--- src/rtl/pipe_ctrl.sv ---
// pipe_ctrl: 5-stage pipeline stall/flush/redirect controller (RUN/MEMWAIT/DRAIN FSM).
// Define PIPE_PERF_EN to enable the saturating stall_cycles/flush_cnt counters.
module pipe_ctrl (
  input  logic        clk,
  input  logic        rst,
  input  logic        imem_busy,
  input  logic        dmem_busy,
  input  logic        load_use,
  input  logic        redirect_req,
  input  logic [63:0] redirect_pc,
  input  logic        fence_req,
  input  logic [2:0]  stage_valid,
  output logic        en_f,
  output logic        en_fd,
  output logic        en_de,
  output logic        en_em,
  output logic        en_mw,
  output logic        clr_fd,
  output logic        clr_de,
  output logic        clr_em,
  output logic        clr_mw,
  output logic        pc_sel,
  output logic [63:0] pc_redirect,
  output logic [1:0]  state,
  output logic [31:0] stall_cycles,
  output logic [31:0] flush_cnt
);
  localparam logic [1:0] RUN = 2'd0, MEMWAIT = 2'd1, DRAIN = 2'd2;
  logic [1:0]  state_q, state_d;
  logic        pend_v_q, pend_v_d;
  logic [63:0] pend_pc_q, pend_pc_d;
  logic        redir, stall_de, stall_f;
  always_ff @(posedge clk or negedge rst) begin
    if (!rst) begin
      state_q   <= RUN;
      pend_v_q  <= 1'b0;
      pend_pc_q <= '0;
    end else begin
      state_q   <= state_d;
      pend_v_q  <= pend_v_d;
      pend_pc_q <= pend_pc_d;
    end
  end
  // The MEMWAIT exit cycle is evaluated like RUN, with any parked redirect merged in.
  always_comb begin
    redir     = 1'b0;
    stall_de  = 1'b0;
    stall_f   = 1'b0;
    state_d   = RUN;
    pend_v_d  = 1'b0;
    pend_pc_d = pend_pc_q;
    if (dmem_busy) begin
      state_d   = MEMWAIT;
      pend_v_d  = pend_v_q | redirect_req;
      pend_pc_d = redirect_req ? redirect_pc : pend_pc_q;
    end else begin
      case (state_q)
        RUN, MEMWAIT: begin
          redir    = redirect_req | (state_q == MEMWAIT && pend_v_q);
          stall_de = !redir && (fence_req || load_use);
          stall_f  = !redir && !stall_de && imem_busy;
          state_d  = (state_q == RUN && !redir && fence_req) ? DRAIN : RUN;
        end
        DRAIN: begin
          redir    = redirect_req;
          stall_de = !redirect_req;
          state_d  = (!redirect_req && stage_valid != 3'b000) ? DRAIN : RUN;
        end
        default: state_d = RUN;
      endcase
    end
  end
  always_comb begin
    en_f        = !rst || !(dmem_busy || stall_de || stall_f);
    en_fd       = !rst || !(dmem_busy || stall_de);
    en_de       = !rst || !dmem_busy;
    en_em       = !rst || !dmem_busy;
    en_mw       = !rst || !dmem_busy;
    clr_fd      = !rst || redir || stall_f;
    clr_de      = !rst || redir || stall_de;
    clr_em      = !rst;
    clr_mw      = !rst;
    pc_sel      = rst && redir;
    pc_redirect = !pc_sel ? 64'd0 : redirect_req ? redirect_pc : pend_pc_q;
    state       = state_q;
  end
`ifdef PIPE_PERF_EN
  logic [31:0] stall_q, flush_q;
  always_ff @(posedge clk or negedge rst) begin
    if (!rst) begin
      stall_q <= '0;
      flush_q <= '0;
    end else begin
      stall_q <= (!en_f && stall_q != '1) ? stall_q + 32'd1 : stall_q;
      flush_q <= (pc_sel && flush_q != '1) ? flush_q + 32'd1 : flush_q;
    end
  end
  assign stall_cycles = stall_q;
  assign flush_cnt    = flush_q;
`else
  assign stall_cycles = '0;
  assign flush_cnt    = '0;
`endif
endmodule

--- config.mk ---
export PLATFORM = sky130hd
export DESIGN_NAME = pipe_ctrl
export DESIGN_NICKNAME = d
export VERILOG_FILES = /design/src/rtl/pipe_ctrl.sv
export SDC_FILE = /design/constraint.sdc
export NUM_CORES = 1
export LEC_CHECK = 0
export BUFFER_PORTS_ARGS = -buffer_cell sky130_fd_sc_hd__buf_2
export CORE_MARGIN = 8
export CORE_UTILIZATION = 45
export CTS_BUF_LIST = sky130_fd_sc_hd__clkbuf_4 sky130_fd_sc_hd__clkbuf_8
export DETAILED_ROUTE_END_ITERATION = 12
export PLACE_DENSITY = 0.79
export SLEW_MARGIN = 0
export SYNTH_ARGS = -nofsm -noshare
export SYNTH_HDL_FRONTEND = slang
export SYNTH_SLANG_ARGS = --single-unit
--- constraint.sdc ---
create_clock -name clk -period 3.8 [get_ports clk]
set_input_delay 0.19 -clock clk [delete_from_list [all_inputs] [get_ports clk]]
set_output_delay 0.19 -clock clk [all_outputs]
set_load 0.01 [all_outputs]
# [After elaboration in Yosys (flattened, before gate mapping)]
# Index checks and enable logic that the tools add are counted.
[word_totals] regBits=67 output_inout_bits=140 word_cells=47
[classes] eq_ne=2 n_mux=13 bitwise_logic=2 n_reduce_logical=27
[ops] operator="64-bit 2-to-1 mux" count=2
[ops] operator="1-bit logical OR" count=9
[ops] operator="1-bit logical AND" count=8
[ops] operator="1-bit zero test" count=7
[ops] operator="2-bit 2-to-1 mux" count=3
[ops] operator="1-bit 2-to-1 mux" count=5
[ops] operator="1-bit one-hot mux with 2 select lines" count=2
[ops] operator="2-bit one-hot mux with 2 select lines" count=1
[ops] operator="3-bit nonzero test" count=1
[ops] operator="2-bit by 1-bit == test with 1-bit output (second input constant)" count=1
[ops] operator="2-bit == test (second input constant)" count=1
[ops] operator="2-bit zero test" count=1
[ops] operator="1-bit bitwise OR" count=2
[ops] operator="2-bit OR reduction" count=1

# [Logic depth before layout (Yosys ltp)]
# Gate-level depths: netlist of the first run.
[depth] word_depth=13 ltp_mapped=6 ltp_nobuf=3

# [Least setup slack after synthesis of the first run]
# Ideal clock, no wire load.
[synth_path] path_kind="reg2out" startpoint="register state_q[0], in the netlist state[0]" endpoint="output pc_redirect[14]" t_arrival_ns=1.526 required_ns=3.610 setup_slack_ns=2.084 path_stages_with_launch=6 n_path_buf=2 cell_sequence="dfrtp_1 -> and2_1 -> or4_1 -> buf_4 -> buf_6 -> nor2_1"
[synth_via] elab_chain_cells=7 word_cells_on_any_way=10 cone_classes="eq/ne (2); mux (3); bitwise (1); reduce/logical (4)"
[synth_rtl] item="from (decl)" line="29" source="logic [1:0] state_q, state_d;"
[synth_rtl] item="from (signal assigned)" line="39" source="state_q <= state_d;"
[synth_rtl] item="2-bit by 1-bit == test with 1-bit output" line="57, 59"
[synth_rtl] item="1-bit logical AND" line="59" source="redir = redirect_req | (state_q == MEMWAIT && pend_v_q);"
[synth_rtl] item="1-bit bitwise OR" line="59"
[synth_rtl] item="1-bit one-hot mux with 2 select lines (*)" line="57" source="case (state_q)"
[synth_rtl] item="1-bit 2-to-1 mux (*)" line="52" source="if (dmem_busy) begin"
[synth_rtl] item="1-bit logical AND (*)" line="83" source="pc_sel = rst && redir;"
[synth_rtl] item="64-bit 2-to-1 mux (*)" line="84" source="pc_redirect = !pc_sel ? 64'd0 : redirect_req ? redirect_pc : pend_pc_q;"
[synth_rtl] item="to (decl)" line="23" source="output logic [63:0] pc_redirect,"
# Every way passes the cells marked *; elsewhere a longest branch is shown, timed or not.

# [Worst setup path in the final report of the first run]
[layout_path] startpoint="register state_q[1], in the netlist state[1]" endpoint="output pc_redirect[48]"
# The elaborated chain is that of the path after synthesis.

==> metrics.cfg, run 1 <==
[worst_setup_path]
path_cells = and2_1, or4_2, nor2_1, buf_2
worstSetupEndpointType = primary output
critPathKind = flop to primary output
arrival_ns = 2.56
critPathSlowestCell = or4_2
critPathRequiredTime_ns = 3.61
crit_path_max_fanout = 65
cp-start-kind = flop
crit_path_max_incr_delay_ns = 1.10

[logic_synthesis]
synth_most_common_cell = buf_4
syn_area_per_cell_sq_um = 10.9
synthTopCellsByArea = dfrtp_1, mux2_2, mux2i_1
synth_edf_count = 0
synthArstFlopShare_pct = 100
syn_inst = 372
synth_common_cells = buf_4, dfrtp_1, mux2i_1, mux2_2, nor2_1
synth_top_area_share_pct = 41.2
ys_seq_area_share_pct = 41.2
synth_top_area_cell = dfrtp_1
synth-seq-cells = 67
synthFlopType = dfrtp_1
yosysWarnings = 0
synth_cell_type_count = 22
synth_area_sq_um = 4070

[sta]
worstMarginPinSlew_ns = 1.15
clock_skew_ns = 0.000513
rsz0062_at_grt = no
layout_setup_ws_ns = 1.05
fmax_ghz = 0.363
period_share_pct = 72.5
hold_viol_final = 0
slew_violations = 0
setup_violations = 0
tns_ns = 0
fin_crit_ns = 2.75
maxSlewHeadroom_pct = 23.0

[place]
hpwl_um = 7510
gp_congestion = 0.737
placed_cells = 607
io_buffers = 149
placed_cell_area_sq_um = 4580
pre_cts_slack_ns = 1.21

[clock_tree]
clockRootBuffer = clkbuf_8
clock_path_buffers = 2
postCtsHoldBufs = 0
clock-sinks = 67
post_cts_buffers = 0
cts_resized = 0
clk_pin_slew_ns = 0.08
cts_tree = done
htreeDepth = 3
cts_made_buffers = 9
clk-insertion-delay-late_ns = 0.33

[die]
rows = 34
die_w_um = 111
io_pins = 214
die_h_um = 111
start_util_pct = 46.4
coreArea_sq_um = 8760
dieArea_sq_um = 12300

[layout]
area_growth_pct = 18.5
n_antenna_cell = 0
fin_nets = 584
drive_gt1_share_pct = 46.0
final_util_pct = 55.0
finalNonFillerCells = 623
stdcell_area_sq_um = 4820
fill_cells = 764

[power_and_ir_drop]
p_leak_nw = 2.61
power.share.combinational_pct = 19.8
ir_drop_uv = 215
pwr-share-seq_pct = 43.7
p_int_mw = 1.45
switching_share_pct = 26.9
switching_power_uw = 533
p_per_area_nw_per_um2 = 411
p_clk_share_pct = 36.5

[grt]
antenna_found_initial = 0
overflow = 0
grt_start_max_net_pins = 73
grt_pass1_vias = 3434
track_usage_pct = 15.9
grt_pass1_wl_um = 16400

[route]
via_count = 2989
totalWireLength_um = 9930
ant_nets = 0
vias_per_cell = 4.80
drtIter0Drc = 87
dr.pass1.iters = 4
drcViolationCount = 0
wire_per_inst_um = 15.9

[run_status]
status = complete, no violations

[hold_path]
hold_class = input port to async pin

[flow_run]
drv_cap = 0

## power by group through the flow
stage,Sequential (mW),Clock (mW),Combinational [mW]
4_1_cts,0.866,0.747,0.396
3_3_place_gp,0.870,0,0.382
3_5_place_dp,0.879,0,0.395
2_1_floorplan,0.864,0,0.321
5_1_grt,0.879,0.777,0.437
6_report,0.867,0.724,0.392
## layout make-up
class / instances / area (sq um) / area share (%)
Sequential cell: 67 / 1680 / 34.8
Timing Repair Buffer: 153 / 778 / 16.1
Multi-Input combinational cell: 277 / 1980 / 41.0
Clock inverter: 6 / 114 / 2.36
Inverter: 2 / 7.51 / 0.156
Clock buffer: 10 / 131 / 2.72
Tap cell: 108 / 135 / 2.80
## final timing paths
check                           cells after the start  slack (ns)                        end                 startpoint
worst max-delay path                                4        1.05            pc_redirect[48]         state[1]$_DFF_PN0_
worst min-delay path                                2        0.07   pend_pc_q[0]$_DFFE_PN0P_                        rst
worst max register to register                      3        2.36         state[1]$_DFF_PN0_         state[1]$_DFF_PN0_
worst min register to register                      1        0.50  pend_pc_q[44]$_DFFE_PN0P_  pend_pc_q[44]$_DFFE_PN0P_
max in group asynchronous                           2        3.16  pend_pc_q[42]$_DFFE_PN0P_                        rst
min in group clk                                    1        0.07         state[0]$_DFF_PN0_                  dmem_busy
## stage by stage
| step | power [mW] | hold WS, ns |
|---|---|---|
| floorplan | 1.18 | -0.106 |
| global placement | 1.25 | 0.409 |
| detailed placement | 1.27 | 0.417 |
| CTS | 2.01 | 0.0540 |
| global route | 2.09 | 0.0460 |
| finish | 1.98 | 0.0679 |
## cell usage in the layout, fill, tap and decap left out, drive strengths merged, types with 2 or more instances in the layout
cell,synthesis,final
buf,84,153
dfrtp,67,67
mux2i,65,65
nor2,64,64
mux2,64,64
conb,1,64
clkbuf,5,10
o21ai,5,5
o21a,3,3
bufinv,0,3
nand2,3,3
inv,2,2
nor3,2,2
clkinvlp,0,2
## layer usage
metal / routed length, um / vias up / track usage [%]
li1: - / 1402 / -
met1: 3740 / 1424 / 15.7
met2: 4800 / 155 / 27.1
met3: 1290 / 8 / 9.58
met4: 94 / 0 / 4.62
met5: 0 / - / 0
## sequential cells by signal, indices dropped and copies added (netlist names)
signal,flops
state,2
pend_pc_q,64
pend_v_q,1
## worst max-delay path: cells and delay by family, from the launching register on
kind / cells / cell delay, ns
and+or+nand+nor: 3 / 1.59
buffers and inverters: 1 / 0.17
DFF: 1 / 0.47
## cells by family after synthesis
family	Yosys count	share of synthesized area, %
compound gates	10	1.57
buf+inv	91	16.1
mux	129	33.7
other cells	1	0.0922
simple gates	74	7.38
flops	67	41.2
(Power assumes the default switching activity.)
==> run 2, diff against run 1 <==
--- a/config.mk
+++ b/config.mk
@@ -5,6 +5,7 @@
 export SDC_FILE = /design/constraint.sdc
 export NUM_CORES = 1
 export LEC_CHECK = 0
+export ABC_AREA = 1
 export BUFFER_PORTS_ARGS = -buffer_cell sky130_fd_sc_hd__buf_2
 export CORE_MARGIN = 8
 export CORE_UTILIZATION = 45
==> constraint.sdc (replaced) <==
create_clock -name clk -period 2.6 [get_ports clk]
set_input_delay 0.13 -clock clk [delete_from_list [all_inputs] [get_ports clk]]
set_output_delay 0.13 -clock clk [all_outputs]
set_load 0.01 [all_outputs]
==> run 2 against run 1 <==
Global-route usage fell by 0.37 points. Clock-buffer cell count did not move. Worst setup slack got worse by 0.49 ns. Hold slack improved by 0.020 ns. Combinational power rose by 34%. Clock power rose by 17%. Critical path depth rose by 2. Synthesized area fell by 1.9%. First-iteration DRC count rose by 100%.
==> metrics.cfg, run 2 <==
[place]
hpwl_um = 7330  ; -2.4%
gp_congestion = 0.770  ; +4.5%
io_buffers = 149  ; unchanged
pre_cts_slack_ns = 0.952  ; -0.261 ns

[route]
ant_nets = 0  ; unchanged
vias_per_cell = 4.65  ; -3.0%
drcViolationCount = 0  ; unchanged
via_count = 3272  ; +9.5%
wire_per_inst_um = 13.6  ; -15%
dr.pass1.iters = 4  ; unchanged
drtIter0Drc = 178  ; +100%
totalWireLength_um = 9550  ; -3.8%

[sta]
fmax_ghz = 0.489
setup_violations = 0  ; unchanged
slew_violations = 0  ; unchanged
maxSlewHeadroom_pct = 54.9  ; +32 points
fin_crit_ns = 2.05
hold_viol_final = 0  ; unchanged
period_share_pct = 78.7
clock_skew_ns = 0.00323  ; +0.00272 ns
layout_setup_ws_ns = 0.555  ; -0.490 ns
worstMarginPinSlew_ns = 0.677  ; -0.478 ns
rsz0062_at_grt = no
tns_ns = 0  ; unchanged

[worst_setup_path]
r2r_end = state[1]$_DFF_PN0_
reg2reg_from = state[1]$_DFF_PN0_
path_cells = dlygate4sd3_1, buf_2, nand3_2, buf_4, nor2_1, buf_2
reg2regPathDepth = 3  ; unchanged
crit_top_cell = buf_2
critPathRequiredTime_ns = 2.47  ; -1.14 ns
critPathSlowestCell = dlygate4sd3_1
crit_cells = 6  ; +2
cp-start-kind = input port
cpLargestDelayFamily = buffers and inverters
ff2ff_setup_slack_ns = 1.68  ; -0.68 ns
crit_path_end = pc_redirect[1]
critPathKind = input port to primary output
crit_path_start = rst
critPathBufInv = 4  ; +3
arrival_ns = 1.92  ; -0.64 ns
worstSetupEndpointType = primary output
crit_path_max_incr_delay_ns = 0.54  ; -0.56 ns
crit_path_max_fanout = 65  ; unchanged

[layout]
final_util_pct = 53.7  ; -1.3 points
area_growth_pct = 16.8
largest_register_ffs = 64  ; unchanged
final_cell_mix = buf_2, nand2_1, nor2_1, dfrtp_1
fill_cells = 824  ; +7.9%
n_antenna_cell = 0  ; unchanged
drive_gt1_share_pct = 29.4  ; -17 points
fin_nets = 664  ; +14%
top_register = pend_pc_q
final_common_cell = buf_2

[flow_run]
drv_cap = 0  ; unchanged

[power_and_ir_drop]
switching_power_uw = 784  ; +47%
switching_share_pct = 30.0  ; +3.1 points
p_clk_share_pct = 32.3  ; -4.2 points
pwr-share-seq_pct = 47.5  ; +3.8 points
power.share.combinational_pct = 20.1  ; +0.3 points
p_per_area_nw_per_um2 = 562  ; +37%
p_leak_nw = 2.62  ; +0.29%
ir_drop_uv = 232  ; +8.2%
p_int_mw = 1.83  ; +26%

[die]
dieArea_sq_um = 12100  ; -1.7%
die_h_um = 110  ; -0.83%
die_w_um = 110  ; -0.83%
coreArea_sq_um = 8680  ; -0.97%
rows = 34  ; unchanged
start_util_pct = 46.0  ; -0.45 points
io_pins = 214  ; unchanged

[clock_tree]
clk-insertion-delay-late_ns = 0.32  ; about the same
cts_tree = done
clock_path_buffers = 2  ; unchanged
clockRootBuffer = clkbuf_8
cts_made_buffers = 9  ; unchanged
clock-sinks = 67  ; unchanged
htreeDepth = 3  ; unchanged
clk_pin_slew_ns = 0.08  ; about the same
post_cts_buffers = 0  ; unchanged

[run_status]
status = complete, no violations

[logic_synthesis]
synth-seq-cells = 67  ; unchanged
yosysWarnings = 0  ; unchanged
synthTopCellsByArea = dfrtp_1, mux2i_1, buf_4
synth_most_common_cell = nand2_1
synth_top_area_share_pct = 42.0  ; +0.81 points
ys_seq_area_share_pct = 42.0  ; +0.81 points
synth_top_area_cell = dfrtp_1
syn_area_per_cell_sq_um = 8.77  ; -20%
synth_cell_type_count = 17  ; -23%
syn_inst = 455  ; +22%
synth_area_sq_um = 3990  ; -1.9%
synthArstFlopShare_pct = 100  ; unchanged
synth_common_cells = nand2_1, buf_4, nor2_1, dfrtp_1, mux2i_1
synth_edf_count = 0  ; unchanged
synthFlopType = dfrtp_1

[grt]
antenna_found_initial = 0  ; unchanged
overflow = 0  ; unchanged
grt_pass1_vias = 3251  ; -5.3%
grt_pass1_wl_um = 15100  ; -8.0%
track_usage_pct = 15.5  ; -0.37 points
grt_start_max_net_pins = 68  ; -6.8%

[hold_path]
hold_class = input port to flop

run 2: what timing repair did:
| action | CTS | global route |
|---|---|---|
| hold endpoints to repair | 13 | 0 |
| hold buffers | 2 | 0 |
| resized for setup | 0 | 0 |
run 2: worst min-delay path, delay by kind of cell:
family,cells,cell delay [ns]
AO/OA/AOI/OAI,1,0.11
buffers and inverters,1,0.08
multiplexers,1,0.07
run 2: power groups by stage:
stage / Sequential [mW] / Clock [mW] / Combinational (mW)
after CTS: 1.24 / 0.885 / 0.532
after detailed placement: 1.26 / 0 / 0.530
final: 1.25 / 0.846 / 0.527
after floorplan: 1.24 / 0 / 0.444
after global routing: 1.26 / 0.930 / 0.602
after global placement: 1.26 / 0 / 0.514
run 2: layer usage:
metal	vias to the layer above	share of wire [%]	track usage, %
met4	0	1.3	5.99
met5	-	0	0
met3	12	13	5.17
met2	140	46	26.1
met1	1493	40	17.9
li1	1627	-	-
run 2: cell families (layout without fill, tap and decap cells):
family / count (synthesis) / in the layout / synth area share (%)
buffers and inverters: 104 / 181 / 18.7
other: 1 / 64 / 0.0940
multiplexers: 64 / 64 / 16.1
flip-flops: 67 / 67 / 42.0
AND/OR/NAND/NOR: 150 / 150 / 14.4
AO/OA/AOI/OAI: 69 / 69 / 8.72
run 2: worst min-delay path by stage:
stage,cells after the start,end,from,slack (ns)
global route,3,state[1]$_DFF_PN0_,fence_req,0.08
CTS,3,pend_pc_q[37]$_DFFE_PN0P_,redirect_pc[37],0.07
detailed placement,1,state[1]$_DFF_PN0_,rst,0.09
floorplan,0,pend_pc_q[0]$_DFFE_PN0P_,rst,-0.17
global placement,1,state[1]$_DFF_PN0_,rst,0.08
finish,3,pend_pc_q[37]$_DFFE_PN0P_,redirect_pc[37],0.09
run 2: final cells by class:
cell class | count | area (sq um) | share of cell area, %
well taps | 108 | 135 | 2.90
repair buffers | 157 | 813 | 17.4
flip-flops and latches | 67 | 1680 | 36.0
clock buffers | 10 | 131 | 2.82
multi-input cells | 347 | 1810 | 38.8
clock inverters | 6 | 66.3 | 1.42
inverters | 8 | 31.3 | 0.671
run 2: through the flow:
step / area, sq um / hold WS, ns / power, mW / std cells
2_1_floorplan: 4230 / -0.166 / 1.69 / 518
3_3_place_gp: 4440 / 0.0759 / 1.77 / 685
3_5_place_dp: 4440 / 0.0852 / 1.79 / 685
4_1_cts: 4660 / 0.0710 / 2.66 / 703
5_1_grt: 4660 / 0.0811 / 2.79 / 703
6_report: 4660 / 0.0882 / 2.62 / 703
